## src/rtl/keypad_reader.sv

```systemverilog
`default_nettype none
// ============================================================================
// Module   : keypad_reader
// Brief    : 4x4 matrix keypad scanner with debounce and two-digit product
//            entry. Define KEYPAD_TIMEOUT_EN to abandon stale partial entries.
// Revision : 1.0 - initial release
// ============================================================================
module keypad_reader #(
    parameter int unsigned SCAN_DIV       = 1000,
    parameter int unsigned DEBOUNCE_SCANS = 4,
    parameter int unsigned TIMEOUT_FRAMES = 2000
) (
    input  logic       clk,
    input  logic       rst_n,
    input  logic [3:0] row,
    output logic [3:0] col,
    output logic [3:0] key_code,
    output logic       key_valid,
    output logic [3:0] produto,
    output logic       produto_valid,
    output logic [1:0] entry_state
);

    localparam int unsigned             c_div_w      = (SCAN_DIV > 1) ? $clog2(SCAN_DIV) : 1;
    localparam int unsigned             c_dbc_w      = $clog2(DEBOUNCE_SCANS + 1);
    localparam logic [c_div_w-1:0]      c_div_last   = c_div_w'(SCAN_DIV - 1);
    localparam logic [c_dbc_w-1:0]      c_dbc_target = c_dbc_w'(DEBOUNCE_SCANS);
    localparam logic [3:0]              c_code_clear = 4'hE;
    localparam logic [3:0]              c_code_conf  = 4'hF;
    localparam logic [3:0]              c_code_bad   = 4'b1111;

    typedef enum logic [1:0] {
        S_IDLE = 2'b00,
        S_D1   = 2'b01,
        S_D2   = 2'b10
    } state_t;

    function automatic logic [3:0] key_map(input logic [1:0] r, input logic [1:0] c);
        logic [3:0] k;
        case ({r, c})
            4'h0:    k = 4'h1;
            4'h1:    k = 4'h2;
            4'h2:    k = 4'h3;
            4'h3:    k = 4'hA;
            4'h4:    k = 4'h4;
            4'h5:    k = 4'h5;
            4'h6:    k = 4'h6;
            4'h7:    k = 4'hB;
            4'h8:    k = 4'h7;
            4'h9:    k = 4'h8;
            4'hA:    k = 4'h9;
            4'hB:    k = 4'hC;
            4'hC:    k = 4'hE;
            4'hD:    k = 4'h0;
            4'hE:    k = 4'hF;
            default: k = 4'hD;
        endcase
        return k;
    endfunction

    logic [c_div_w-1:0] r_div;
    logic [1:0]         r_col_idx;
    logic [3:0]         r_row_s1;
    logic [3:0]         r_row_s2;
    logic [1:0]         r_acc_cnt;
    logic [3:0]         r_acc_key;
    logic [4:0]         r_hist;
    logic [c_dbc_w-1:0] r_match;
    logic [4:0]         r_stable;
    logic               r_key_valid;
    logic [3:0]         r_key_code;
    state_t             r_state;
    logic [3:0]         r_d1;
    logic [3:0]         r_d2;
    logic [3:0]         r_produto;
    logic               r_produto_valid;

    logic               w_sample;
    logic               w_frame_end;
    logic [2:0]         w_slot_cnt;
    logic [1:0]         w_slot_row;
    logic [2:0]         w_acc_sum;
    logic [1:0]         w_tot;
    logic [3:0]         w_key;
    logic [4:0]         w_res;
    logic [c_dbc_w-1:0] w_match_next;
    logic               w_tmo_fire;
    logic               w_is_digit;
    logic [3:0]         w_conf_code;
    state_t             w_state_next;
    logic [3:0]         w_d1_next;
    logic [3:0]         w_d2_next;
    logic [3:0]         w_produto_next;
    logic               w_pv_next;

    always_ff @(posedge clk or negedge rst_n) begin
        if (!rst_n) begin
            r_div     <= '0;
            r_col_idx <= 2'd0;
            r_row_s1  <= 4'hF;
            r_row_s2  <= 4'hF;
        end else begin
            r_row_s1 <= row;
            r_row_s2 <= r_row_s1;
            if (r_div == c_div_last) begin
                r_div     <= '0;
                r_col_idx <= r_col_idx + 2'd1;
            end else begin
                r_div <= r_div + c_div_w'(1);
            end
        end
    end

    assign col         = ~(4'b0001 << r_col_idx);
    assign w_sample    = (r_div == c_div_last);
    assign w_frame_end = w_sample && (r_col_idx == 2'd3);

    // Per-slot key count; the frame total saturates at 2 so any multi-key frame is rejected.
    always_comb begin
        w_slot_cnt = 3'd0;
        w_slot_row = 2'd0;
        for (int i = 0; i < 4; i++) begin
            if (!r_row_s2[i]) begin
                w_slot_cnt = w_slot_cnt + 3'd1;
                w_slot_row = 2'(i);
            end
        end
    end

    assign w_acc_sum = {1'b0, r_acc_cnt} + w_slot_cnt;
    assign w_tot     = (w_acc_sum >= 3'd2) ? 2'd2 : w_acc_sum[1:0];
    assign w_key     = (w_slot_cnt == 3'd1) ? key_map(w_slot_row, r_col_idx) : r_acc_key;
    assign w_res     = (w_tot == 2'd1) ? {1'b1, w_key} : 5'd0;

    always_ff @(posedge clk or negedge rst_n) begin
        if (!rst_n) begin
            r_acc_cnt <= 2'd0;
            r_acc_key <= 4'd0;
        end else if (w_sample) begin
            if (r_col_idx == 2'd3) begin
                r_acc_cnt <= 2'd0;
                r_acc_key <= 4'd0;
            end else begin
                r_acc_cnt <= w_tot;
                r_acc_key <= w_key;
            end
        end
    end

    always_comb begin
        if (w_res == r_hist) begin
            w_match_next = (r_match == c_dbc_target) ? r_match : r_match + c_dbc_w'(1);
        end else begin
            w_match_next = c_dbc_w'(1);
        end
    end

    // Only a stable none->key transition is an event; key->key just re-arms nothing.
    always_ff @(posedge clk or negedge rst_n) begin
        if (!rst_n) begin
            r_hist      <= 5'd0;
            r_match     <= '0;
            r_stable    <= 5'd0;
            r_key_valid <= 1'b0;
            r_key_code  <= 4'd0;
        end else begin
            r_key_valid <= 1'b0;
            if (w_frame_end) begin
                r_hist  <= w_res;
                r_match <= w_match_next;
                if ((w_match_next == c_dbc_target) && (w_res != r_stable)) begin
                    r_stable <= w_res;
                    if (!r_stable[4] && w_res[4]) begin
                        r_key_valid <= 1'b1;
                        r_key_code  <= w_res[3:0];
                    end
                end
            end
        end
    end

`ifdef KEYPAD_TIMEOUT_EN
    localparam int unsigned        c_tmo_w     = $clog2(TIMEOUT_FRAMES + 1);
    localparam logic [c_tmo_w-1:0] c_tmo_limit = c_tmo_w'(TIMEOUT_FRAMES);

    logic [c_tmo_w-1:0] r_tmo_cnt;

    always_ff @(posedge clk or negedge rst_n) begin
        if (!rst_n) begin
            r_tmo_cnt <= '0;
        end else if (r_key_valid) begin
            r_tmo_cnt <= '0;
        end else if (w_frame_end && (r_tmo_cnt != c_tmo_limit)) begin
            r_tmo_cnt <= r_tmo_cnt + c_tmo_w'(1);
        end
    end

    assign w_tmo_fire = (r_tmo_cnt == c_tmo_limit);
`else
    assign w_tmo_fire = 1'b0;
`endif

    assign w_is_digit = (r_key_code <= 4'd9);

    always_comb begin
        case ({r_d1, r_d2})
            8'h00, 8'h10, 8'h11, 8'h20, 8'h21,
            8'h22, 8'h23, 8'h30, 8'h31: w_conf_code = {r_d1[1:0], r_d2[1:0]};
            default:                    w_conf_code = c_code_bad;
        endcase
    end

    always_ff @(posedge clk or negedge rst_n) begin
        if (!rst_n) begin
            r_state         <= S_IDLE;
            r_d1            <= 4'd0;
            r_d2            <= 4'd0;
            r_produto       <= c_code_bad;
            r_produto_valid <= 1'b0;
        end else begin
            r_state         <= w_state_next;
            r_d1            <= w_d1_next;
            r_d2            <= w_d2_next;
            r_produto       <= w_produto_next;
            r_produto_valid <= w_pv_next;
        end
    end

    always_comb begin
        w_state_next   = r_state;
        w_d1_next      = r_d1;
        w_d2_next      = r_d2;
        w_produto_next = r_produto;
        w_pv_next      = 1'b0;
        if (r_key_valid) begin
            case (r_state)
                S_IDLE: begin
                    if (w_is_digit) begin
                        w_d1_next    = r_key_code;
                        w_state_next = S_D1;
                    end
                end
                S_D1: begin
                    if (w_is_digit) begin
                        w_d2_next    = r_key_code;
                        w_state_next = S_D2;
                    end else if (r_key_code == c_code_clear) begin
                        w_state_next = S_IDLE;
                    end else if (r_key_code == c_code_conf) begin
                        w_produto_next = c_code_bad;
                        w_pv_next      = 1'b1;
                        w_state_next   = S_IDLE;
                    end
                end
                S_D2: begin
                    if (r_key_code == c_code_clear) begin
                        w_state_next = S_IDLE;
                    end else if (r_key_code == c_code_conf) begin
                        w_produto_next = w_conf_code;
                        w_pv_next      = 1'b1;
                        w_state_next   = S_IDLE;
                    end
                end
                default: w_state_next = S_IDLE;
            endcase
        end else if (w_tmo_fire && (r_state != S_IDLE)) begin
            w_state_next = S_IDLE;
        end
    end

    assign key_code      = r_key_code;
    assign key_valid     = r_key_valid;
    assign produto       = r_produto;
    assign produto_valid = r_produto_valid;
    assign entry_state   = r_state;

endmodule
`default_nettype wire

```

## config.mk

```make
export PLATFORM = sky130hd
export DESIGN_NAME = keypad_reader
export DESIGN_NICKNAME = d
export VERILOG_FILES = /design/src/rtl/keypad_reader.sv
export SDC_FILE = /design/constraint.sdc
export NUM_CORES = 1
export LEC_CHECK = 0
export CAP_MARGIN = 40
export CORE_AREA = 2 2 60 119
export CTS_BUF_LIST = sky130_fd_sc_hd__clkbuf_4 sky130_fd_sc_hd__clkbuf_8
export DETAILED_ROUTE_END_ITERATION = 8
export DIE_AREA = 0 0 62 121
export PLACE_DENSITY = 0.77
export RECOVER_POWER = 50
export SLEW_MARGIN = 0
export SYNTH_ARGS = -nofsm -noshare
export SYNTH_HDL_FRONTEND = slang
export SYNTH_SLANG_ARGS = --single-unit
export TNS_END_PERCENT = 50
```

## constraint.sdc

```tcl
create_clock -name clk -period 4.2 [get_ports clk]
set_clock_uncertainty 0.1 [all_clocks]
set_input_delay 0.84 -clock clk [delete_from_list [all_inputs] [get_ports clk]]
set_output_delay 0.84 -clock clk [all_outputs]
set_load 0.05 [all_outputs]
```

==> results.json <==
{
  "worst-endpoint-required_ns": 4.32,
  "swShare_pct": 25.7,
  "cts_htree_levels": 3,
  "synth.avg_cell_area_um2": 10.4,
  "count_of_flip_flops_with_a_built_in_enable_after_synthesis": 0,
  "synth.yosys.warnings": 0,
  "grt_pass1_wl_um": 13400,
  "worstSetupEndpointType": "flop",
  "die_width_um": 62,
  "cts_tree": "built",
  "detail_route.first_pass.iterations": 4,
  "top_register": "r_div",
  "number_of_global_route_vias_before_repair": 2845,
  "hold_path_class": "flop to flop",
  "setup_viol": 0,
  "route.antenna.remaining_nets": 0,
  "worstPathMaxFanout": 5,
  "detailroute.via_count": 2737,
  "site_rows": 42,
  "netlist_area_um2": 3570,
  "clockPowerShare_pct": 40.3,
  "clk_pin_slew_worst_paths_ns": 0.06,
  "largest_register_ff_count": 10,
  "detailedPlacementHpwl_um": 6290,
  "clock_sink_count": 59,
  "maxSlewHeadroom_pct": -23.9,
  "ff2ff_path_depth": 15,
  "clock_tree.root_cell": "sky130_fd_sc_hd__clkbuf_8",
  "grt_setup_unrepaired": "yes",
  "ys_ff_latch": 59,
  "crit_path_start_kind": "flop",
  "overflow": 0,
  "r2r_end": "key_code[1]",
  "layout-drive-gt1-share_pct": 22.2,
  "layout.cells.most_common": "sky130_fd_sc_hd__dfrtp_1",
  "coreArea_um2": 6570,
  "seq_power_share_pct": 44.1,
  "top_regs": "r_div x10, r_hist x5, r_stable x5",
  "crit_top_cell": "sky130_fd_sc_hd__ha_4",
  "worst_slew_pin_slew_ns": 1.86,
  "grt_max_degree": 35,
  "setup-tns-final_ns": 0,
  "switchingPower_uw": 338,
  "detail_route.vias_per_cell": 5.76,
  "layout.cell_area.non_filler_um2": 4290,
  "drc": 0,
  "antenna-diode-count": 0,
  "final_max_slew_viol_count": 35,
  "routed_wirelength_normalized_by_instance_count_um": 17.2,
  "worstHoldStart": "r_row_s1[3]",
  "hold_viol_final": 0,
  "critical_path.cell_chain": "ha_1 -> nor2b_2 -> nor2_2 -> ha_4 -> mux2_4 -> fa_2 -> nand2b_4 -> or2_4 -> clkinv_4 -> ha_4 -> o21ai_2 -> a221oi_2 -> o2111ai_2 -> o2111ai_4 -> mux2_1",
  "max-vdd-ir-drop_mv": 0.227,
  "multi_input_comb_area_um2": 2060,
  "sequential_share_of_the_synthesized_area_pct": 41.7,
  "whs_endpoint": "r_row_s2[3]",
  "timing.critical_path.slowest_cell_delay_ns": 0.55,
  "setup.worst_path.start": "r_row_s2[1]",
  "status": "complete, but fails checks",
  "io_pins": 22,
  "internal-power_uw": 980,
  "initial_cell_density_of_the_core_pct": 54.4,
  "min_period_ns": 4.11,
  "place_area_um2": 4020,
  "clock.fmax_mhz": 244,
  "maximum_root_to_sink_buffer_count": 2,
  "die_area_um2": 7500,
  "synth-main-ff-cell": "sky130_fd_sc_hd__dfrtp_1",
  "synthesis.nets": 368,
  "worstSkewPairLatency_ns": 0.34,
  "failed_checks": "max-capacitance violations, max-slew violations",
  "layout.cells.most_common_list": "sky130_fd_sc_hd__dfrtp_1 (47), sky130_fd_sc_hd__nand2_1 (30), sky130_fd_sc_hd__inv_1 (24)",
  "worst_ep_arrival_time_ns": 4.22,
  "initialDrtViolationCount": 134,
  "fin_nets": 407,
  "power.share.combinational_pct": 15.6,
  "design_power_total_uw": 1320,
  "chipHeight_um": 121,
  "numPortBuffers": 21,
  "pwr_density_cell_nw_per_um2": 307,
  "rr_startpoint": "r_row_s2[1]",
  "synthDistinctLibCells": 72,
  "post_route_clock_period_utilization_pct": 97.8,
  "grt_antenna_before_repair": 0,
  "asyncSetResetFlopFracSynth_pct": 100,
  "area_delta_synth_final_pct": 20.1,
  "place.gp.congestion": 0.987,
  "n_fill_cell": 516,
  "critPathKind": "flop to flop",
  "grt_util_all_layers_pct": 24.7,
  "drt_wl_total_um": 8150,
  "leakage_uw": 0.00186,
  "cts_made_buffers": 9,
  "syn_inst": 343,
  "timing.hold.worst_path_depth": 0,
  "count_of_max_cap_constraint_violations": 1,
  "sequential_cell_area_um2": 1490,
  "post_cts_hold_buffer_count": 0,
  "timing.critical_path.slowest_stage_cell": "sky130_fd_sc_hd__dfstp_2",
  "setup.reg_to_reg.worst_slack_ns": 0.09
}
-- worst max path at each step --
stage                       end  slack, ns  cells after the start
floorplan           r_stable[0]      0.007                     18
finish              key_code[1]       0.09                     15
detailed placement  key_code[3]      -0.04                     14
CTS                 r_stable[3]      -0.01                     15
global placement    r_stable[3]       0.12                     15
global route        key_code[1]      -0.05                     15
-- cells in the mapped netlist (3+ instances only) --
master,count,area share [%]
sky130_fd_sc_hd__clkbuf_1,6,0.63
sky130_fd_sc_hd__mux2i_1,6,1.7
sky130_fd_sc_hd__a22o_1,4,0.98
sky130_fd_sc_hd__nor2_1,21,2.2
sky130_fd_sc_hd__nand3_1,7,0.98
sky130_fd_sc_hd__xnor2_1,5,1.2
sky130_fd_sc_hd__o211ai_1,4,0.84
sky130_fd_sc_hd__mux2_2,11,3.5
sky130_fd_sc_hd__a31oi_1,5,0.88
sky130_fd_sc_hd__xor2_1,4,0.98
sky130_fd_sc_hd__nor4_1,4,0.70
sky130_fd_sc_hd__o21a_1,4,0.84
sky130_fd_sc_hd__ha_1,18,6.3
sky130_fd_sc_hd__o22a_1,5,1.2
sky130_fd_sc_hd__inv_1,25,2.6
sky130_fd_sc_hd__and3_1,3,0.53
sky130_fd_sc_hd__mux2_1,9,2.8
sky130_fd_sc_hd__nand2_1,30,3.2
sky130_fd_sc_hd__nand2b_1,11,1.9
sky130_fd_sc_hd__o21ai_0,15,2.1
sky130_fd_sc_hd__nor3_1,6,0.84
sky130_fd_sc_hd__dfstp_2,12,8.8
sky130_fd_sc_hd__nor2b_1,6,1.1
sky130_fd_sc_hd__a21oi_1,16,2.2
sky130_fd_sc_hd__dfrtp_1,47,33
sky130_fd_sc_hd__nor3b_1,3,0.63
-- metrics by stage --
stage | utilization [%] | setup WS (ns) | hold WS, ns | cells
final | 65.3 | 0.0942 | 0.255 | 475
after floorplan | - | 0.00739 | 0.245 | 343
after CTS | 64.5 | -0.00993 | 0.257 | 473
after global placement | 61.2 | 0.122 | 0.246 | 457
after global routing | 65.3 | -0.0458 | 0.258 | 475
after detailed placement | 61.2 | -0.0426 | 0.248 | 457
-- repair_timing --
item                                    4_1_cts  5_1_grt
buffers inserted                              0        2
gates resized for setup                       1        8
pin swaps                                     4        5
endpoints found under the setup margin        8        8
-- power groups by stage --
stage                     sequential, uW  clock [uW]  combinational [uW]
after CTS                            581         547                 192
final                                581         531                 206
after global placement               591           0                 186
after floorplan                      588           0                 141
after global routing                 581         575                 223
after detailed placement             591           0                 190
-- worst max-delay path: cells and delay by family (launching register included) --
kind | cells | cell delay, ns
flops | 1 | 0.55
compound gates | 4 | 0.82
simple gates | 4 | 0.55
mux | 2 | 0.64
buf+inv | 1 | 0.07
fa+ha+maj | 4 | 1.24
-- area by class of cell --
class	instances	share of cell area (%)
repair buffers	37	7.47
clock inverters	4	1.14
flip-flops and latches	59	34.8
clock buffers	12	3.70
multi-input cells	249	48.0
well taps	88	2.57
inverters	26	2.39
-- logic make-up after synthesis --
group | count (synthesis) | synth area share (%)
compound gates | 81 | 16.9
buf+inv | 35 | 4.17
simple gates | 108 | 16.6
mux | 29 | 9.66
fa+ha+maj | 19 | 6.86
xor+xnor | 12 | 4.06
flops | 59 | 41.7
-- layer usage --
layer | vias to the layer above | track usage [%] | routed length (um)
met4 | 0 | 15.8 | 396
met5 | - | 0 | 0
met3 | 26 | 5.12 | 268
li1 | 1298 | - | -
met2 | 71 | 44.1 | 4760
met1 | 1342 | 23.3 | 2720
No activity file was read; power rests on OpenSTA's default activity.
